[src/rtl/imem_loader_pkg.sv]
// Shared types and constants for the instruction-memory boot loader.
// Checksum support is selected with IMEM_LOADER_CHECKSUM_EN.
package imem_loader_pkg;

  typedef enum logic [2:0] {
    S_IDLE,
    S_LEN_LO,
    S_LEN_HI,
    S_DATA,
    S_CHECK,
    S_DONE,
    S_ERR
  } state_t;

  localparam logic [31:0] WR_ADDR_RST = 32'h0000_1000;
  localparam int          BYTE_LANES  = 4;

  function automatic logic [31:0] word_addr(
    input logic [31:0] base,
    input logic [15:0] idx
  );
    return base + {14'd0, idx, 2'b00};
  endfunction

endpackage

[src/rtl/imem_loader_packer.sv]
// Little-endian 8-to-32 assembler: first byte lands in bits [7:0].
// Pulses word_valid for one cycle after the fourth byte is taken.
module byte_to_word_packer
  import imem_loader_pkg::*;
(
  input  logic        clk,
  input  logic        rst,
  input  logic        clear,
  input  logic        in_fire,
  input  logic [7:0]  in_byte,
  output logic [31:0] word,
  output logic        word_valid,
  output logic [1:0]  lane
);

  localparam logic [1:0] LAST_LANE = 2'(BYTE_LANES - 1);

  logic [23:0] shreg;

  always_ff @(posedge clk or negedge rst) begin
    if (!rst) begin
      lane       <= '0;
      shreg      <= '0;
      word       <= '0;
      word_valid <= 1'b0;
    end else begin
      word_valid <= in_fire && (lane == LAST_LANE);
      if (clear) begin
        lane  <= '0;
        shreg <= '0;
      end else if (in_fire) begin
        lane  <= lane + 2'd1;
        shreg <= {in_byte, shreg[23:8]};
        if (lane == LAST_LANE)
          word <= {in_byte, shreg};
      end
    end
  end

endmodule

[src/rtl/imem_loader.sv]
// Boot loader: byte stream -> instruction-memory words, holds cpu in reset.
// Define IMEM_LOADER_CHECKSUM_EN to require a trailing XOR checksum byte.
module imem_loader
  import imem_loader_pkg::*;
#(
  parameter logic [31:0] BASE_ADDR   = WR_ADDR_RST,
  parameter int          DEPTH_WORDS = 64
) (
  input  logic        clk,
  input  logic        rst,
  input  logic        start,
  input  logic [7:0]  in_data,
  input  logic        in_valid,
  output logic        in_ready,
  output logic        wr_en,
  output logic [31:0] wr_addr,
  output logic [31:0] wr_data,
  output logic        cpu_rst,
  output logic        done,
  output logic        error,
  output logic [15:0] word_count
);

  localparam logic [16:0] DEPTH_LIM = 17'(DEPTH_WORDS);
  localparam logic [1:0]  LAST_LANE = 2'(BYTE_LANES - 1);

`ifdef IMEM_LOADER_CHECKSUM_EN
  localparam state_t S_TAIL = S_CHECK;
`else
  localparam state_t S_TAIL = S_DONE;
`endif

  state_t      state;
  state_t      state_next;
  logic [7:0]  len_lo;
  logic [15:0] len;
  logic [15:0] index;
  logic [15:0] index_next;
  logic [15:0] len_in;
  logic [1:0]  lane;
  logic        fire;
  logic        start_load;
  logic        last_byte;
  logic        last_word;
  logic        last_pend;
  logic        rdy_next;
  logic        word_valid;
  logic [31:0] word;

`ifdef IMEM_LOADER_CHECKSUM_EN
  logic [7:0]  csum;
`endif

  assign fire       = in_valid && in_ready;
  assign len_in     = {in_data, len_lo};
  assign start_load = start && (state == S_IDLE ||
                                state == S_DONE ||
                                state == S_ERR);
  assign last_byte  = fire && (state == S_DATA) &&
                      (lane == LAST_LANE) &&
                      (index == len - 16'd1);
  assign last_word  = word_valid && (state == S_DATA) &&
                      (index == len - 16'd1);
  assign index_next = last_word ? 16'd0 : index + 16'd1;

  assign wr_en   = word_valid;
  assign wr_data = word;

  byte_to_word_packer u_packer (
    .clk        (clk),
    .rst        (rst),
    .clear      (start_load),
    .in_fire    (fire && (state == S_DATA)),
    .in_byte    (in_data),
    .word       (word),
    .word_valid (word_valid),
    .lane       (lane)
  );

  always_comb begin
    state_next = state;
    unique case (state)
      S_IDLE:   if (start) state_next = S_LEN_LO;
      S_LEN_LO: if (fire) state_next = S_LEN_HI;
      S_LEN_HI: begin
        if (fire) begin
          if ({1'b0, len_in} > DEPTH_LIM)
            state_next = S_ERR;
          else if (len_in == 16'd0)
            state_next = S_TAIL;
          else
            state_next = S_DATA;
        end
      end
      // Leave DATA only once the final word's write strobe has been issued.
      S_DATA:   if (last_word) state_next = S_TAIL;
`ifdef IMEM_LOADER_CHECKSUM_EN
      S_CHECK: begin
        if (fire)
          state_next = (in_data == csum) ? S_DONE : S_ERR;
      end
`endif
      S_DONE:   if (start) state_next = S_LEN_LO;
      S_ERR:    if (start) state_next = S_LEN_LO;
      default:  state_next = S_IDLE;
    endcase
  end

  // Ready is held low for one cycle on entry to LEN_LO and after the last payload byte.
  always_comb begin
    rdy_next = 1'b0;
    unique case (state_next)
      S_LEN_LO: rdy_next = (state == S_LEN_LO);
      S_LEN_HI: rdy_next = 1'b1;
      S_DATA:   rdy_next = !last_byte && !last_pend;
`ifdef IMEM_LOADER_CHECKSUM_EN
      S_CHECK:  rdy_next = 1'b1;
`endif
      default:  rdy_next = 1'b0;
    endcase
  end

  always_ff @(posedge clk or negedge rst) begin
    if (!rst) begin
      state      <= S_IDLE;
      len_lo     <= '0;
      len        <= '0;
      index      <= '0;
      last_pend  <= 1'b0;
      in_ready   <= 1'b0;
      wr_addr    <= BASE_ADDR;
      cpu_rst    <= 1'b1;
      done       <= 1'b0;
      error      <= 1'b0;
      word_count <= '0;
    end else begin
      state    <= state_next;
      in_ready <= rdy_next;
      done     <= (state_next == S_DONE);
      error    <= (state_next == S_ERR);
      cpu_rst  <= (state_next != S_DONE);

      if (state == S_LEN_LO && fire)
        len_lo <= in_data;
      if (state == S_LEN_HI && fire)
        len <= len_in;

      if (start_load) begin
        index      <= '0;
        word_count <= '0;
        wr_addr    <= BASE_ADDR;
        last_pend  <= 1'b0;
      end else begin
        if (word_valid && state == S_DATA) begin
          index      <= index_next;
          word_count <= word_count + 16'd1;
          wr_addr    <= word_addr(BASE_ADDR, index_next);
        end
        if (last_byte)
          last_pend <= 1'b1;
        else if (last_word)
          last_pend <= 1'b0;
      end
    end
  end

`ifdef IMEM_LOADER_CHECKSUM_EN
  always_ff @(posedge clk or negedge rst) begin
    if (!rst)
      csum <= '0;
    else if (start_load)
      csum <= '0;
    else if (fire && state == S_DATA)
      csum <= csum ^ in_data;
  end
`endif

endmodule

[config.mk]
export PLATFORM = sky130hd
export DESIGN_NAME = imem_loader
export DESIGN_NICKNAME = d
export VERILOG_FILES = /design/src/rtl/imem_loader_pkg.sv /design/src/rtl/imem_loader_packer.sv /design/src/rtl/imem_loader.sv
export SDC_FILE = /design/constraint.sdc
export NUM_CORES = 1
export LEC_CHECK = 0
export ABC_AREA = 1
export BUFFER_PORTS_ARGS = -buffer_cell sky130_fd_sc_hd__clkbuf_2
export CAP_MARGIN = 20
export CORE_UTILIZATION = 25
export DETAILED_ROUTE_END_ITERATION = 8
export PLACE_DENSITY = 0.46
export SLEW_MARGIN = 20
export SYNTH_ARGS = -nofsm -noshare
export SYNTH_HDL_FRONTEND = slang
export SYNTH_HIERARCHICAL = 1
export SYNTH_SLANG_ARGS = --single-unit
[constraint.sdc]
create_clock -name clk -period 3.4 [get_ports clk]
set_input_delay 0.17 -clock clk [delete_from_list [all_inputs] [get_ports clk]]
set_output_delay 0.17 -clock clk [all_outputs]
set_load 0.01 [all_outputs]
==> impl_metrics.py, run 1 <==
metrics = {
    "critical_path": {
        "crit_arrival_ns": 3.05,
        "start_kind": "flip-flop",
        "cp_max_fo": 13,
        "critical_path_class": "flip-flop to flip-flop",
        "crit_path_end_kind": "flip-flop",
        "reg2reg_depth": 12,
        "worstPathRequired_ns": 3.70,
    },
    "layout": {
        "drive_gt1_share_pct": 18.8,
        "fin_nets": 917,
        "layout_commonest_cell": "nand2_1",
        "layout_common_cells": "nand2_1, dfrtp_1, clkbuf_2",
        "diodes": 0,
        "syn2layout_area_growth_pct": 17.8,
    },
    "sta": {
        "finalSetupViolations": 0,
        "skew_ns": 0.00980,
        "tns_ns": 0,
        "worstMarginPinSlew_ns": 0.941,
        "period_minus_slack_ns": 2.75,
        "maxSlewHeadroom_pct": 37.0,
        "hold_viol": 0,
        "fmax_mhz": 363,
        "rsz0062_at_grt": "no",
        "slew_viol_final": 0,
        "holdWs_ns": 0.0370,
        "fin_crit_sh_pct": 81.0,
    },
    "power_and_ir_drop": {
        "intPower_w": 0.00317,
        "finalPower_w": 0.00515,
        "switchingPower_w": 0.00198,
        "power_frac_comb_pct": 27.2,
        "power_frac_clock_pct": 35.1,
        "pwr-share-seq_pct": 37.7,
        "cellLeakagePower_nw": 4.15,
        "vdd_ir_drop_max_mv": 0.346,
        "swShare_pct": 38.5,
        "power_density_nw_per_um2": 643,
    },
    "logic_synthesis": {
        "async_flop_share_pct": 100,
        "synth_edf_count": 0,
        "ys_types": 44,
        "syn_area_sq_um": 6790,
        "ys_seq_area_share_pct": 48.0,
        "syn_inst": 832,
        "yosys_most_used_dff": "dfrtp_1",
        "ys.warnings.count": 6,
        "avgSynthCellArea_sq_um": 8.16,
        "synth_seq_cells": 130,
    },
    "global_routing": {
        "track_usage_pct": 13.3,
        "grt_max_degree": 83,
        "antenna_found_initial": 0,
        "grt_overflow": 0,
        "grt_pass1_wl_mm": 29.1,
        "grt_pass1_vias": 5373,
    },
    "die": {
        "die_w_um": 167,
        "die_area_sq_um": 27800,
        "placementRows": 59,
        "core_sq_um": 26400,
        "initial_core_util_pct": 25.8,
        "die_h_um": 167,
        "pin_count": 97,
    },
    "routing": {
        "vias": 5505,
        "routedWlPerCell_um": 14.0,
        "drc": 0,
        "wirelength_mm": 17.5,
        "drt_iter0_drc": 302,
        "postRouteAntennaNets": 0,
        "dr.pass1.iters": 4,
        "post_drt_via_cell_ratio": 4.41,
    },
    "hold_path": {
        "holdPathStages": 3,
        "hp-class": "primary input to flip-flop",
    },
    "clock_network": {
        "cts_max_level": 4,
        "cts_buffers": 17,
        "cts_buffer_depth": 2,
        "root_buffer": "clkbuf_16",
        "clock_latency_ns": 0.42,
        "cts_tree": "done",
        "cts.clk_slew.worst_paths_ns": 0.07,
        "cts_setup_buffers": 0,
        "clock-sinks": 130,
    },
    "placement": {
        "port_buffers": 81,
        "gp_congestion": 0.802,
        "place_hpwl_mm": 12.5,
    },
    "run": {
        "drv_cap": 0,
    },
    "outcome": {
        "outcome": "completed",
    },
}
## logic make-up after synthesis
family          count (synthesis)  synth area share (%)
simple gates                  452                  31.1
buf+inv                       132                  9.45
flops                         130                  48.0
compound gates                 81                  6.47
xor+xnor                       31                  4.00
fa+ha+maj                       5                 0.921
other cells                     1                0.0552
## worst paths after layout
| kind | from | to | slack [ns] |
|---|---|---|---|
| max in group asynchronous | rst | len[9] | 2.22 |
| worst min register to register | word_count[15] | word_count[15] | 0.47 |
| min in group asynchronous | rst | word_count[0] | 0.38 |
| worst max-delay path | state[2] | word_count[14] | 0.65 |
| worst min-delay path | in_data[7] | u_packer/shreg[23] | 0.04 |
| worst max register to register | state[2] | word_count[14] | 0.65 |
## cell usage after synthesis, types with 5 or more instances
master | n | area (sq um)
xnor2_1 | 11 | 96.3
clkbuf_1 | 11 | 41.3
inv_2 | 10 | 37.5
nand2_2 | 9 | 56.3
xor2_1 | 20 | 175
nand4_1 | 33 | 206
o21ai_1 | 7 | 35.0
nor2_2 | 9 | 56.3
nand2_1 | 259 | 972
buf_2 | 11 | 55.1
nand3b_1 | 7 | 52.6
nor2_1 | 46 | 173
dfrtp_1 | 128 | 3200
nand3_2 | 7 | 70.1
inv_1 | 66 | 248
o21ai_0 | 42 | 210
buf_4 | 31 | 233
nor2_4 | 5 | 56.3
nand3_1 | 50 | 250
ha_1 | 5 | 62.6
o22ai_1 | 10 | 62.6
a21oi_1 | 15 | 75.1
nor3_1 | 12 | 60.1
## registers in the layout (all words and copies together), names as in the netlist
register and flops:
cpu_rst 1, done 1, error 1, in_ready 1, index 16, last_pend 1
len 16, len_lo 8, state 3, u_packer/lane 2, u_packer/shreg 24, u_packer/word 32
u_packer/word_valid 1, word_count 16, wr_addr 7
## layer usage
metal  vias up  wire, um  global-route usage [%]
li1       2806         -                       -
met1      2571      8320                    17.5
met2       119      8120                    21.1
met3         9       950                    3.78
met4         0       142                    3.99
met5         -         0                       0
## final cells by class
type / count / area [sq um]
well taps: 335 / 419
multi-input cells: 584 / 2960
clock buffers: 17 / 425
clock inverters: 15 / 160
inverters: 78 / 293
repair buffers: 89 / 487
flip-flops and latches: 130 / 3260
fillers: 2802 / 18400
## power groups by stage
stage / sequential [W] / clock, W / combinational, W
6_report: 0.00194 / 0.00181 / 0.00140
5_1_grt: 0.00197 / 0.00192 / 0.00161
4_1_cts: 0.00194 / 0.00187 / 0.00142
3_5_place_dp: 0.00197 / 0 / 0.00141
3_3_place_gp: 0.00197 / 0 / 0.00140
2_1_floorplan: 0.00191 / 0 / 0.00111
## through the flow
stage	cells	area [sq um]	setup WS, ns	utilization [%]
finish	1248	8000	0.646	30.3
global route	1248	8000	0.275	30.3
CTS	1248	7990	0.575	30.3
detailed placement	1215	7400	0.595	28.1
global placement	1215	7400	0.624	28.1
floorplan	846	6840	1.03	-
## worst max-delay path: stages (launching register included)
cell,delay [ns]
dfrtp_1,0.42
inv_1,0.16
o21ai_0,0.10
o21ai_0,0.08
o21ai_1,0.10
nand2_1,0.10
inv_2,0.14
nor2_1,0.74
inv_2,0.33
nand3_1,0.19
nor3_1,0.07
o21ai_0,0.15
a21oi_1,0.05
## timing repair
item / CTS / global route
hold buffers: 1 / 0
resized for setup: 0 / 0
setup endpoints to repair: 0 / 0
endpoints found under the hold margin: 79 / 0
(Power assumes the default switching activity.)
==> inputs of run 2 (changes only) <==
- PLACE_DENSITY: 0.46 -> 0.48
- clock period: 3.4 -> 2.2 ns (I/O delays scaled with it)
==> run 2 against run 1 <==
Effect of this change:
- the flow now finishes with violations (setup timing)
- sequential power grew 56%
- wire length increased by 2.9%
- combinational power increased by 100%
- global-route usage up 0.22 points
- fmax increased by 21%
- cell count increased by 5.9%
- clock power is 57% higher
==> impl_metrics.py, run 2 (synthesized netlist as in run 1, its figures left out) <==
metrics = {
    "clock_network": {
        "root_buffer": "clkbuf_16",
        "clock_latency_ns": 0.42,
        "cts_max_level": 4,
        "cts_buffers": 17,
        "clock-sinks": 130,
        "cts_tree": "done",
        "cts_buffer_depth": 2,
        "cts.clk_slew.worst_paths_ns": 0.06,
    },
    "power_and_ir_drop": {
        "switchingPower_w": 0.00324,
        "power_frac_comb_pct": 32.8,
        "swShare_pct": 37.2,
        "finalPower_w": 0.00871,
        "power_density_nw_per_um2": 988,
        "cellLeakagePower_nw": 4.52,
        "vdd_ir_drop_max_mv": 0.479,
        "pwr-share-seq_pct": 34.6,
        "intPower_w": 0.00547,
        "power_frac_clock_pct": 32.6,
    },
    "global_routing": {
        "grt_busiest_layer": "met2",
        "antenna_found_initial": 0,
        "grt_max_degree": 53,
        "grt_pass1_vias": 5741,
        "grt_overflow": 0,
        "global_route.usage.met2_pct": 21.4,
        "track_usage_pct": 13.5,
        "grt_use_met3_pct": 3.23,
        "grt_pass1_wl_mm": 29.9,
        "grt_util_met1_pct": 18.5,
    },
    "critical_path": {
        "crit_arrival_ns": 2.58,
        "critical_path_class": "flip-flop to flip-flop",
        "worstPathCellList": "inv_2 > ha_4 > nand2_8 > nor2_8 > nand2_1 > nand2_1 > nand2_2 > nand2_1 > inv_1 > nand2_2 > nor2_4 > nand3_4 > nand2_4 > inv_4 > ha_4 > nand4_1 > or2_1 > nand3_1 > nand2_1",
        "slowest_delay_ns": 0.42,
        "start_kind": "flip-flop",
        "crit_path_frequent_cell": "nand2_1",
        "worstPathRequired_ns": 2.50,
        "reg2reg_depth": 19,
        "cp_max_fo": 6,
        "crit_path_top_delay_cell": "dfrtp_1",
        "crit_path_end_kind": "flip-flop",
    },
    "placement": {
        "gp_congestion": 0.805,
        "port_buffers": 81,
        "place_hpwl_mm": 13.2,
        "place_ws_ns": -0.0822,
    },
    "sta": {
        "period_minus_slack_ns": 2.28,
        "skew_ns": 0.00993,
        "maxSlewHeadroom_pct": 58.8,
        "slew_viol_final": 0,
        "fin_crit_sh_pct": 103,
        "holdWs_ns": 0.0340,
        "rsz0062_at_grt": "yes",
        "worstMarginPinSlew_ns": 0.616,
        "worst_slack_ns": -0.0764,
        "finalSetupViolations": 2,
        "fmax_mhz": 439,
        "hold_viol": 0,
    },
    "hold_path": {
        "holdPathStages": 3,
        "hp-class": "primary input to flip-flop",
    },
    "routing": {
        "vias": 5765,
        "wirelength_mm": 18.0,
        "drt_iter0_drc": 379,
        "postRouteAntennaNets": 0,
        "post_drt_via_cell_ratio": 4.36,
        "dr.pass1.iters": 5,
        "routedWlPerCell_um": 13.6,
        "drc": 0,
    },
    "run": {
        "drv_cap": 0,
    },
    "die": {
        "core_sq_um": 26400,
        "initial_core_util_pct": 25.8,
        "die_w_um": 167,
        "die_h_um": 167,
        "die_area_sq_um": 27800,
        "pin_count": 97,
        "placementRows": 59,
    },
    "outcome": {
        "violations": "setup timing",
        "outcome": "finished, violations left",
    },
    "layout": {
        "nFillCells": 2758,
        "syn2layout_area_growth_pct": 29.8,
        "top_regs": "u_packer/word x32, u_packer/shreg x24",
        "diodes": 0,
        "largest_reg_flops": 32,
        "top_register": "u_packer/word",
        "drive_gt1_share_pct": 28.6,
        "fin_nets": 991,
        "layout_common_cells": "nand2_1, dfrtp_1, clkbuf_2",
        "layout_commonest_cell": "nand2_1",
    },
}
run 2: critical path, delay by kind of cell, from the launching register on:
kind | cells | cell delay (ns)
flops | 1 | 0.42
buf+inv | 3 | 0.18
fa+ha+maj | 2 | 0.29
simple gates | 14 | 1.27
run 2: power by group through the flow:
stage,registers (W),clock network (W),logic (W)
finish,0.00302,0.00284,0.00285
CTS,0.00299,0.00291,0.00269
global placement,0.00301,0,0.00258
detailed placement,0.00302,0,0.00259
floorplan,0.00296,0,0.00178
global route,0.00307,0.00302,0.00321
run 2: worst paths after layout:
check                            startpoint  slack [ns]               end
max                                  len[1]       -0.08       wr_addr[16]
min                              in_data[1]        0.03         len_lo[1]
max reg2reg                          len[1]       -0.08       wr_addr[16]
min reg2reg                u_packer/word[2]        0.47  u_packer/word[2]
max in group asynchronous               rst        1.33          state[1]
min in group asynchronous               rst        0.23          index[0]
run 2: repair_timing:
item / 4_1_cts / 5_1_grt
setup endpoints to repair: 13 / 59
setup buffers: 3 / 6
hold buffers: 8 / 0
hold endpoints to repair: 59 / 0
pin swaps: 13 / 16
gates resized for setup: 9 / 40
run 2: per-layer routing:
metal	vias up	part of all wire, %
met5	-	0
met4	0	1.0
met3	18	4.8
met2	121	45
met1	2691	49
li1	2935	-
run 2: metrics by stage:
step	cell area [sq um]	utilization, %	TNS [ns]	std cells
after floorplan	6890	-	-0.0495	846
after global placement	7900	30.0	-0.245	1273
after detailed placement	7900	30.0	-0.300	1273
after CTS	8620	32.7	-0.0222	1316
after global routing	8810	33.4	-1.61	1322
final	8810	33.4	-0.119	1322
run 2: layout make-up:
class / count / area [sq um] / share of cell area [%]
clock buffer: 18 / 439 / 4.98
clock inverter: 14 / 143 / 1.62
sequential: 130 / 3260 / 37.0
timing repair buffer: 163 / 1080 / 12.3
inverter: 78 / 303 / 3.44
tap: 335 / 419 / 4.76
multi-input combinational: 584 / 3160 / 35.9
